$ cat src/rtl/med_blocos_pkg.sv
// Shared types and sizing helpers for the block-mean downscaler sequencer.
package med_blocos_pkg;

    typedef enum logic [1:0] {
        ST_IDLE  = 2'd0,
        ST_RUN   = 2'd1,
        ST_DRAIN = 2'd2,
        ST_WRITE = 2'd3
    } state_t;

    localparam int DEF_SRC_W = 160;
    localparam int DEF_SRC_H = 120;
    localparam int DEF_BLK   = 4;
    localparam int DEF_PIX_W = 8;

    function automatic int calc_saw(input int w, input int h);
        return $clog2(w * h);
    endfunction

    function automatic int calc_daw(input int w, input int h, input int blk);
        return $clog2((w / blk) * (h / blk));
    endfunction

    function automatic int calc_shift(input int blk);
        return 2 * $clog2(blk);
    endfunction

    function automatic int calc_acc_w(input int pix_w, input int blk);
        return pix_w + 2 * $clog2(blk);
    endfunction

endpackage

$ cat src/rtl/med_blocos_acc.sv
// Block accumulator: sums one block of pixels; mean_o is the sum shifted down by log2(BLK^2).
module med_blocos_acc
    import med_blocos_pkg::*;
#(
    parameter int PIX_W = DEF_PIX_W,
    parameter int BLK   = DEF_BLK
) (
    input  logic             clk,
    input  logic             reset,
    input  logic             clr_i,
    input  logic             en_i,
    input  logic [PIX_W-1:0] din_i,
    output logic [PIX_W-1:0] mean_o
);

    localparam int ACC_W = calc_acc_w(PIX_W, BLK);
    localparam int SHIFT = calc_shift(BLK);

    logic [ACC_W-1:0] acc_q;
    logic [ACC_W-1:0] acc_d;

    always_comb begin
        acc_d = acc_q;
        if (clr_i) begin
            acc_d = '0;
        end else if (en_i) begin
            acc_d = acc_q + ACC_W'(din_i);
        end
    end

    always_ff @(posedge clk) begin
        if (reset) begin
            acc_q <= '0;
        end else begin
            acc_q <= acc_d;
        end
    end

    // Width is exactly PIX_W + SHIFT, so the top slice is the truncated mean.
    assign mean_o = acc_q[ACC_W-1:SHIFT];

endmodule

$ cat src/rtl/med_blocos_ctrl.sv
// Block-mean downscaler sequencer: walks the source frame block by block, one read per cycle,
// and writes each block mean to the destination RAM in raster order.
module med_blocos_ctrl
    import med_blocos_pkg::*;
#(
    parameter  int SRC_W = DEF_SRC_W,
    parameter  int SRC_H = DEF_SRC_H,
    parameter  int BLK   = DEF_BLK,
    parameter  int PIX_W = DEF_PIX_W,
    localparam int SAW   = calc_saw(SRC_W, SRC_H),
    localparam int DAW   = calc_daw(SRC_W, SRC_H, BLK)
) (
    input  logic             clk,
    input  logic             reset,
    input  logic             start,
    output logic             busy,
    output logic             done,
    output logic             src_rd_en,
    output logic [SAW-1:0]   src_addr,
    input  logic [PIX_W-1:0] src_data,
    output logic             dst_we,
    output logic [DAW-1:0]   dst_addr,
    output logic [PIX_W-1:0] dst_data
);

    localparam int NBX = SRC_W / BLK;
    localparam int NBY = SRC_H / BLK;
    localparam int BXW = (NBX > 1) ? $clog2(NBX) : 1;
    localparam int BYW = (NBY > 1) ? $clog2(NBY) : 1;
    localparam int RCW = $clog2(BLK);

    state_t           state_q, state_d;
    logic [BXW-1:0]   bx_q, bx_d;
    logic [BYW-1:0]   by_q, by_d;
    logic [RCW-1:0]   r_q, r_d;
    logic [RCW-1:0]   c_q, c_d;
    logic             rd_vld_q;
    logic             done_q, done_d;
    logic [PIX_W-1:0] mean;

    always_ff @(posedge clk) begin
        if (reset) begin
            state_q  <= ST_IDLE;
            bx_q     <= '0;
            by_q     <= '0;
            r_q      <= '0;
            c_q      <= '0;
            rd_vld_q <= 1'b0;
            done_q   <= 1'b0;
        end else begin
            state_q  <= state_d;
            bx_q     <= bx_d;
            by_q     <= by_d;
            r_q      <= r_d;
            c_q      <= c_d;
            rd_vld_q <= (state_q == ST_RUN);
            done_q   <= done_d;
        end
    end

    always_comb begin
        state_d = state_q;
        bx_d    = bx_q;
        by_d    = by_q;
        r_d     = r_q;
        c_d     = c_q;
        done_d  = 1'b0;
        case (state_q)
            ST_IDLE: begin
                if (start) begin
                    state_d = ST_RUN;
                    bx_d    = '0;
                    by_d    = '0;
                    r_d     = '0;
                    c_d     = '0;
                end
            end
            ST_RUN: begin
                if (c_q == RCW'(BLK - 1)) begin
                    c_d = '0;
                    if (r_q == RCW'(BLK - 1)) begin
                        r_d     = '0;
                        state_d = ST_DRAIN;
                    end else begin
                        r_d = r_q + 1'b1;
                    end
                end else begin
                    c_d = c_q + 1'b1;
                end
            end
            ST_DRAIN: begin
                state_d = ST_WRITE;
            end
            ST_WRITE: begin
                state_d = ST_RUN;
                if (bx_q == BXW'(NBX - 1)) begin
                    bx_d = '0;
                    if (by_q == BYW'(NBY - 1)) begin
                        // Last block: counters return to zero so the next frame starts clean.
                        by_d    = '0;
                        state_d = ST_IDLE;
                        done_d  = 1'b1;
                    end else begin
                        by_d = by_q + 1'b1;
                    end
                end else begin
                    bx_d = bx_q + 1'b1;
                end
            end
            default: begin
                state_d = ST_IDLE;
            end
        endcase
    end

    // Data read in a RUN cycle lands one cycle later, so the final pixel arrives during DRAIN.
    med_blocos_acc #(
        .PIX_W (PIX_W),
        .BLK   (BLK)
    ) u_acc (
        .clk    (clk),
        .reset  (reset),
        .clr_i  ((state_q == ST_IDLE) || (state_q == ST_WRITE)),
        .en_i   (rd_vld_q),
        .din_i  (src_data),
        .mean_o (mean)
    );

    assign busy      = (state_q != ST_IDLE);
    assign done      = done_q;
    assign src_rd_en = (state_q == ST_RUN);
    assign dst_we    = (state_q == ST_WRITE);

    assign src_addr = (state_q == ST_RUN)
                    ? SAW'((32'(by_q) * BLK + 32'(r_q)) * SRC_W + 32'(bx_q) * BLK + 32'(c_q))
                    : '0;
    assign dst_addr = (state_q == ST_WRITE) ? DAW'(32'(by_q) * NBX + 32'(bx_q)) : '0;
    assign dst_data = (state_q == ST_WRITE) ? mean : '0;

endmodule
$ cat config.mk
export PLATFORM = sky130hd
export DESIGN_NAME = med_blocos_ctrl
export DESIGN_NICKNAME = d
export VERILOG_FILES = /design/src/rtl/med_blocos_pkg.sv /design/src/rtl/med_blocos_acc.sv /design/src/rtl/med_blocos_ctrl.sv
export SDC_FILE = /design/constraint.sdc
export NUM_CORES = 1
export LEC_CHECK = 0
export ABC_CLOCK_PERIOD_IN_PS = 8200
export BUFFER_PORTS_ARGS = -buffer_cell sky130_fd_sc_hd__buf_4
export CAP_MARGIN = 10
export CORE_ASPECT_RATIO = 0.8
export CORE_MARGIN = 2
export CORE_UTILIZATION = 55
export CTS_BUF_LIST = sky130_fd_sc_hd__clkbuf_8
export CTS_CLUSTER_DIAMETER = 50
export DETAILED_ROUTE_END_ITERATION = 6
export PLACE_DENSITY = 0.76
export SLEW_MARGIN = 20
export SYNTH_ARGS = -nofsm -noshare
export SYNTH_HDL_FRONTEND = slang
export SYNTH_HIERARCHICAL = 1
export SYNTH_SLANG_ARGS = --single-unit
$ cat constraint.sdc
create_clock -name clk -period 8.2 [get_ports clk]
set_input_delay 0.82 -clock clk [delete_from_list [all_inputs] [get_ports clk]]
set_output_delay 0.82 -clock clk [all_outputs]
set_load 0.005 [all_outputs]
==> impl_metrics.yaml, run 1 <==
routing:
  drc: 0
  finalWirelength_um: 6170
  via_per_inst: 5.66
  initialDrtViolationCount: 147
  ant_nets: 0
  drt_first_pass_iters: 4
  wire_per_inst_um: 14.1
  dr_total_vias: 2472
final_layout:
  post-route-cell-area_um2: 3240
  nFillCells: 460
  area_delta_synth_final_pct: 14.4
  layout_common_cells: "buf_4, ha_1, dfxtp_1"
  drive_gt1_share_pct: 18.9
  fin_nets: 423
  final_common_cell: "buf_4"
  diodes: 0
grt:
  grt_pass1_vias: 2243
  grt_pass1_wl_um: 10500
  track_usage_pct: 22.6
  grt_overflow: 0
  grt_max_degree: 28
  antenna_found_initial: 0
clock_tree:
  hold_buffers: 0
  cts.path.max_buffers: 2
  postCtsSetupBuffers: 0
  clk_pin_slew_ns: 0.07
  htreeDepth: 2
  cts.sinks: 31
  cts_made_buffers: 5
  cts-root-buf: "clkbuf_8"
  clk_latency_ns: 0.28
  cts_resized: 0
  cts_tree: "yes"
synth:
  seq_area_frac_synth_pct: 21.9
  synth_compound_area_share_pct: 16.9
  synth_edf_count: 0
  synth_adder_area_share_pct: 18.1
  ys_types: 58
  syn-instance-count: 336
  synth_top_family_by_area: "simple AND/OR/NAND/NOR gates"
  yosys_warnings: 6
  synthArstFlopShare_pct: 0
  synthXorXnorAreaFrac_pct: 7.29
  syn_area_um2: 2830
  synth_area_per_cell_um2: 8.43
  syn_nets: 385
  synth_flop_cell: "dfxtp_1"
  ys_ff_latch: 31
  synth_mux_area_share_pct: 3.62
  yosys.area_share.simple_pct: 25.9
critical_path:
  path_max_fanout: 8
  startpoint_type: "flop"
  reg2regPathDepth: 5
  r2r-end: "bx_q[4]$_SDFFE_PP0P_"
  crit_required_ns: 7.38
  end_kind: "primary output"
  cp.arrival_ns: 2.98
  crit-reg2reg-launch: "state_q[1]$_SDFFE_PP0P_"
  rrSetupSlack_ns: 5.96
  crit_type: "reg -> out"
min_path:
  holdPathEnd: "u_acc/acc_q[10]$_SDFFE_PP0P_"
  min_path_cells: 2
  min_from: "u_acc/acc_q[10]$_SDFFE_PP0P_"
  hold_path.class: "reg -> reg"
timing:
  finalSetupTns_ns: 0
  relSlewSlack_pct: 39.1
  rsz0062_at_grt: "no"
  tightest_slew_ns: 0.913
  clock.fmax_ghz: 0.263
  hold_viol: 0
  layout_min_cycle_time_ns: 3.80
  fin_crit_sh_pct: 46.3
  fin_skew_ns: 0.00812
  setup-violations-final: 0
  drv_slew: 0
power:
  powerDensity_nw_per_um2: 166
  ir_worst_vdd_uv: 133
  static-leakage-power_nw: 1.48
  power_mw: 0.536
die:
  floorplan.io_pins: 49
  die_area_um2: 5740
  fp.dieW_um: 84.2
  placeableCoreArea_um2: 4980
  rows: 23
  start_util_pct: 56.9
  die_h_um: 68.2
place:
  place_area_um2: 3160
  portBuffers: 48
  place_congestion: 0.801
  dp_hpwl_um: 4770
flow_run:
  max_cap_viol_count: 0
status:
  outcome: "completed"
==> synthesized netlist by cell type (2+ instances only) <==
cell type	number	share of area, %
nor2_1	27	3.6
nand2_1	18	2.4
nand4b_1	2	0.62
a21oi_1	18	3.2
nand3_1	17	3.0
or2_1	3	0.66
fa_1	5	3.5
a21o_1	9	2.4
nand4_1	2	0.44
o21ai_0	12	2.1
xor2_1	10	3.1
nor2b_1	7	1.5
clkbuf_1	5	0.66
inv_1	15	2.0
xnor2_1	11	3.4
and2_1	25	5.5
o21ai_1	2	0.35
buf_6	2	0.80
a21o_2	2	0.62
and3_1	7	1.5
mux2i_1	8	2.8
ha_1	33	15
dfxtp_1	31	22
nand2b_1	2	0.44
buf_4	9	2.4
mux2_2	2	0.80
or3_1	6	1.3
a32oi_1	2	0.62
o211ai_1	2	0.53
nor3_1	5	0.88
clkinv_1	2	0.27
a211oi_1	8	2.1
a22oi_1	2	0.53
==> layer usage <==
metal | global-route usage [%] | routed length, um
met1 | 31.8 | 3070
met4 | 6.85 | 57
met2 | 35.6 | 2740
met5 | 0 | 0
met3 | 3.98 | 295
==> critical path: stages (launching register included) <==
cell      delay (ns)
dfxtp_1         0.40
ha_1            0.32
ha_1            0.19
inv_1           0.07
fa_1            0.42
nand3b_1        0.23
a211oi_4        0.34
nor4b_2         0.25
xnor3_1         0.24
nor2_1          0.10
buf_4           0.12
==> logic make-up (layout without fill, tap and decap cells) <==
family / Yosys count / in the layout
DFF: 31 / 31
AOI/OAI and AO/OA: 70 / 70
buffers and inverters: 34 / 73
adders and majority gates: 38 / 38
and+or+nand+nor: 131 / 131
muxes: 10 / 10
xor gates and xnor gates: 22 / 22
==> flip-flops by register name, indices dropped and copies added, names as in the netlist <==
name         cells
done             1
state_q          2
c_q              2
bx_q             6
by_q             5
rd_vld_q         1
r_q              2
u_acc/acc_q     12
==> worst max path at each step <==
stage,start,to,cells past startpoint
after floorplan,by_q[1]$_SDFFE_PP0P_,src_addr[13],9
after global placement,by_q[1]$_SDFFE_PP0P_,src_addr[13],10
after detailed placement,by_q[1]$_SDFFE_PP0P_,src_addr[13],10
after CTS,by_q[1]$_SDFFE_PP0P_,src_addr[13],10
after global routing,by_q[1]$_SDFFE_PP0P_,src_addr[13],10
final,by_q[1]$_SDFFE_PP0P_,src_addr[13],10
==> through the flow <==
step	util (%)	setup WS [ns]	std cells	hold WS [ns]
2_1_floorplan	-	5.02	336	0.444
3_5_place_dp	63.4	4.73	429	0.484
3_3_place_gp	63.4	4.79	429	0.453
6_report	65.1	4.40	437	0.495
4_1_cts	65.1	4.40	437	0.497
5_1_grt	65.1	4.16	437	0.506
==> power breakdown <==
group / switching [mW] / internal (mW) / leakage (nW)
clock network: 0.0584 / 0.0580 / 0.0477
logic: 0.145 / 0.0905 / 1.18
registers: 0.0186 / 0.165 / 0.251
==> layout make-up <==
class	count	area (um^2)	share of cell area (%)
clock buffer	5	68.8	2.12
clock inverter	3	15.0	0.463
inverter	17	63.8	1.97
multi-input combinational	271	2030	62.8
sequential	31	621	19.2
tap	62	77.6	2.39
timing repair buffer	48	360	11.1
Power figures use the tool's default switching activity.
==> run 2, diff against run 1 <==
--- a/config.mk
+++ b/config.mk
@@ -5,16 +5,16 @@
 export SDC_FILE = /design/constraint.sdc
 export NUM_CORES = 1
 export LEC_CHECK = 0
-export ABC_CLOCK_PERIOD_IN_PS = 8200
+export ABC_CLOCK_PERIOD_IN_PS = 3300
 export BUFFER_PORTS_ARGS = -buffer_cell sky130_fd_sc_hd__buf_4
 export CAP_MARGIN = 10
 export CORE_ASPECT_RATIO = 0.8
 export CORE_MARGIN = 2
-export CORE_UTILIZATION = 55
+export CORE_UTILIZATION = 53
 export CTS_BUF_LIST = sky130_fd_sc_hd__clkbuf_8
 export CTS_CLUSTER_DIAMETER = 50
 export DETAILED_ROUTE_END_ITERATION = 6
-export PLACE_DENSITY = 0.76
+export PLACE_DENSITY = 0.77
 export SLEW_MARGIN = 20
 export SYNTH_ARGS = -nofsm -noshare
 export SYNTH_HDL_FRONTEND = slang
==> constraint.sdc (replaced) <==
create_clock -name clk -period 3.3 [get_ports clk]
set_input_delay 0.33 -clock clk [delete_from_list [all_inputs] [get_ports clk]]
set_output_delay 0.33 -clock clk [all_outputs]
set_load 0.005 [all_outputs]
==> run 2 against run 1 <==
Compared with the run above:
- the run now ends with DRC left
- sequential power grew to 2.5 times the previous value
- power grew to 2.7 times the previous value
- critical path depth is 2 lower
- setup slack worse by 4.3 ns
- die area is 3.6% higher
- wire length is 5.9% higher
- worst hold slack worse by 0.14 ns
- cell count stayed put
- design area is 2.1% higher
- non-clock buffer count is 1 higher
- largest cell class unchanged
==> impl_metrics.yaml, run 2 (synthesis gave the netlist of run 1 again) <==
critical_path:
  reg2regPathDepth: 6
  path_max_fanout: 9
  crit_type: "reg -> out"
  crit_required_ns: 2.97
  cp.arrival_ns: 2.85
  startpoint_type: "flop"
  end_kind: "primary output"
routing:
  finalWirelength_um: 6530
  drt_first_pass_iters: 7
  dr_total_vias: 2470
  wire_per_inst_um: 14.9
  drc: 1
  initialDrtViolationCount: 135
  via_per_inst: 5.65
  ant_nets: 0
die:
  die_area_um2: 5950
  placeableCoreArea_um2: 5090
  fp.dieW_um: 85.7
  floorplan.io_pins: 49
  start_util_pct: 55.6
  rows: 23
  die_h_um: 69.4
clock_tree:
  postCtsSetupBuffers: 0
  clk_latency_ns: 0.29
  cts_tree: "yes"
  cts.path.max_buffers: 2
  htreeDepth: 2
  clk_pin_slew_ns: 0.06
  hold_buffers: 0
  cts_made_buffers: 5
  cts.sinks: 31
  cts-root-buf: "clkbuf_8"
grt:
  grt_pass1_wl_um: 10600
  track_usage_pct: 22.1
  antenna_found_initial: 0
  grt_pass1_vias: 2238
  grt_max_degree: 22
  grt_overflow: 0
final_layout:
  final_common_cell: "buf_4"
  fin_nets: 424
  fin_cells: 437
  largest_reg_flops: 12
  diodes: 0
  max_flop_register: "u_acc/acc_q"
  area_delta_synth_final_pct: 16.8
  drive_gt1_share_pct: 20.8
  reg_top3: "u_acc/acc_q: 12 flops, bx_q: 6 flops, by_q: 5 flops"
  post-route-cell-area_um2: 3310
  layout_common_cells: "buf_4, ha_1, dfxtp_1"
place:
  dp_hpwl_um: 4980
  portBuffers: 48
  place_inst: 430
  place_congestion: 0.848
  place_area_um2: 3160
timing:
  layout_min_cycle_time_ns: 3.18
  setup-violations-final: 0
  hold_viol: 0
  drv_slew: 0
  clock.fmax_ghz: 0.314
  relSlewSlack_pct: 47.3
  fin_skew_ns: 0.00457
  fin_crit_sh_pct: 96.4
  tightest_slew_ns: 0.788
min_path:
  min_path_cells: 2
  hold_path.class: "in -> reg"
power:
  power_mw: 1.43
  ir_worst_vdd_uv: 249
  pwr-share-comb_pct: 42.2
  powerDensity_nw_per_um2: 431
  power.switching_mw: 0.563
  static-leakage-power_nw: 1.50
  power_frac_seq_pct: 32.5
  power_frac_clock_pct: 25.3
  sw_frac_of_total_pct: 39.5
  internal-power_mw: 0.864
status:
  outcome: "complete, but fails checks"
  violations: "DRC"
flow_run:
  max_cap_viol_count: 0
run 2: stage by stage:
step           setup WS [ns]  setup TNS (ns)  utilization [%]  hold WS, ns
2_1_floorplan          0.609               0                -        0.403
3_3_place_gp           0.401               0             62.1        0.461
3_5_place_dp           0.307               0             62.1        0.484
4_1_cts               0.0512               0             64.1        0.354
5_1_grt             -0.00517        -0.00517             64.9        0.358
6_report               0.118               0             64.9        0.358
run 2: layout make-up:
type | instances | area (um^2)
clock buffer | 5 | 68.8
clock inverter | 2 | 33.8
fill | 444 | 1790
inverter | 17 | 63.8
multi-input combinational | 271 | 2070
sequential | 31 | 624
tap | 62 | 77.6
timing repair buffer | 49 | 368
run 2: layer usage:
metal  vias to the layer above  share of wire (%)  wire length (um)  global-route usage [%]
li1                       1259                  -                 -                       -
met1                      1132                 51              3330                    33.2
met2                        70                 42              2750                    32.2
met3                         9                5.6               365                    4.40
met4                         0                1.3                85                    5.64
met5                         -                  0                 0                       0
run 2: final timing paths:
check / slack (ns) / end / from
max: 0.12 / src_addr[14] / by_q[3]$_SDFFE_PP0P_
min: 0.36 / by_q[1]$_SDFFE_PP0P_ / reset
max reg2reg: 1.25 / u_acc/acc_q[4]$_SDFFE_PP0P_ / state_q[0]$_SDFFE_PP0P_
min reg2reg: 0.49 / u_acc/acc_q[3]$_SDFFE_PP0P_ / u_acc/acc_q[3]$_SDFFE_PP0P_
run 2: power groups by stage:
stage	combinational, mW	clock, mW	sequential [mW]
5_1_grt	0.672	0.379	0.468
6_report	0.602	0.362	0.464
3_3_place_gp	0.568	0	0.465
2_1_floorplan	0.435	0	0.447
4_1_cts	0.592	0.364	0.459
3_5_place_dp	0.588	0	0.466
run 2: timing repair:
item	in CTS	in global routing
pin swaps	0	1
setup endpoints to repair	1	2
gates resized for setup	1	8
run 2: critical path, stage by stage (launching register included):
cell	delay [ns]
dfxtp_1	0.47
ha_1	0.29
ha_1	0.52
nand3_1	0.16
and3_1	0.26
nor4_4	0.34
nand3_1	0.15
a211oi_2	0.24
buf_4	0.14
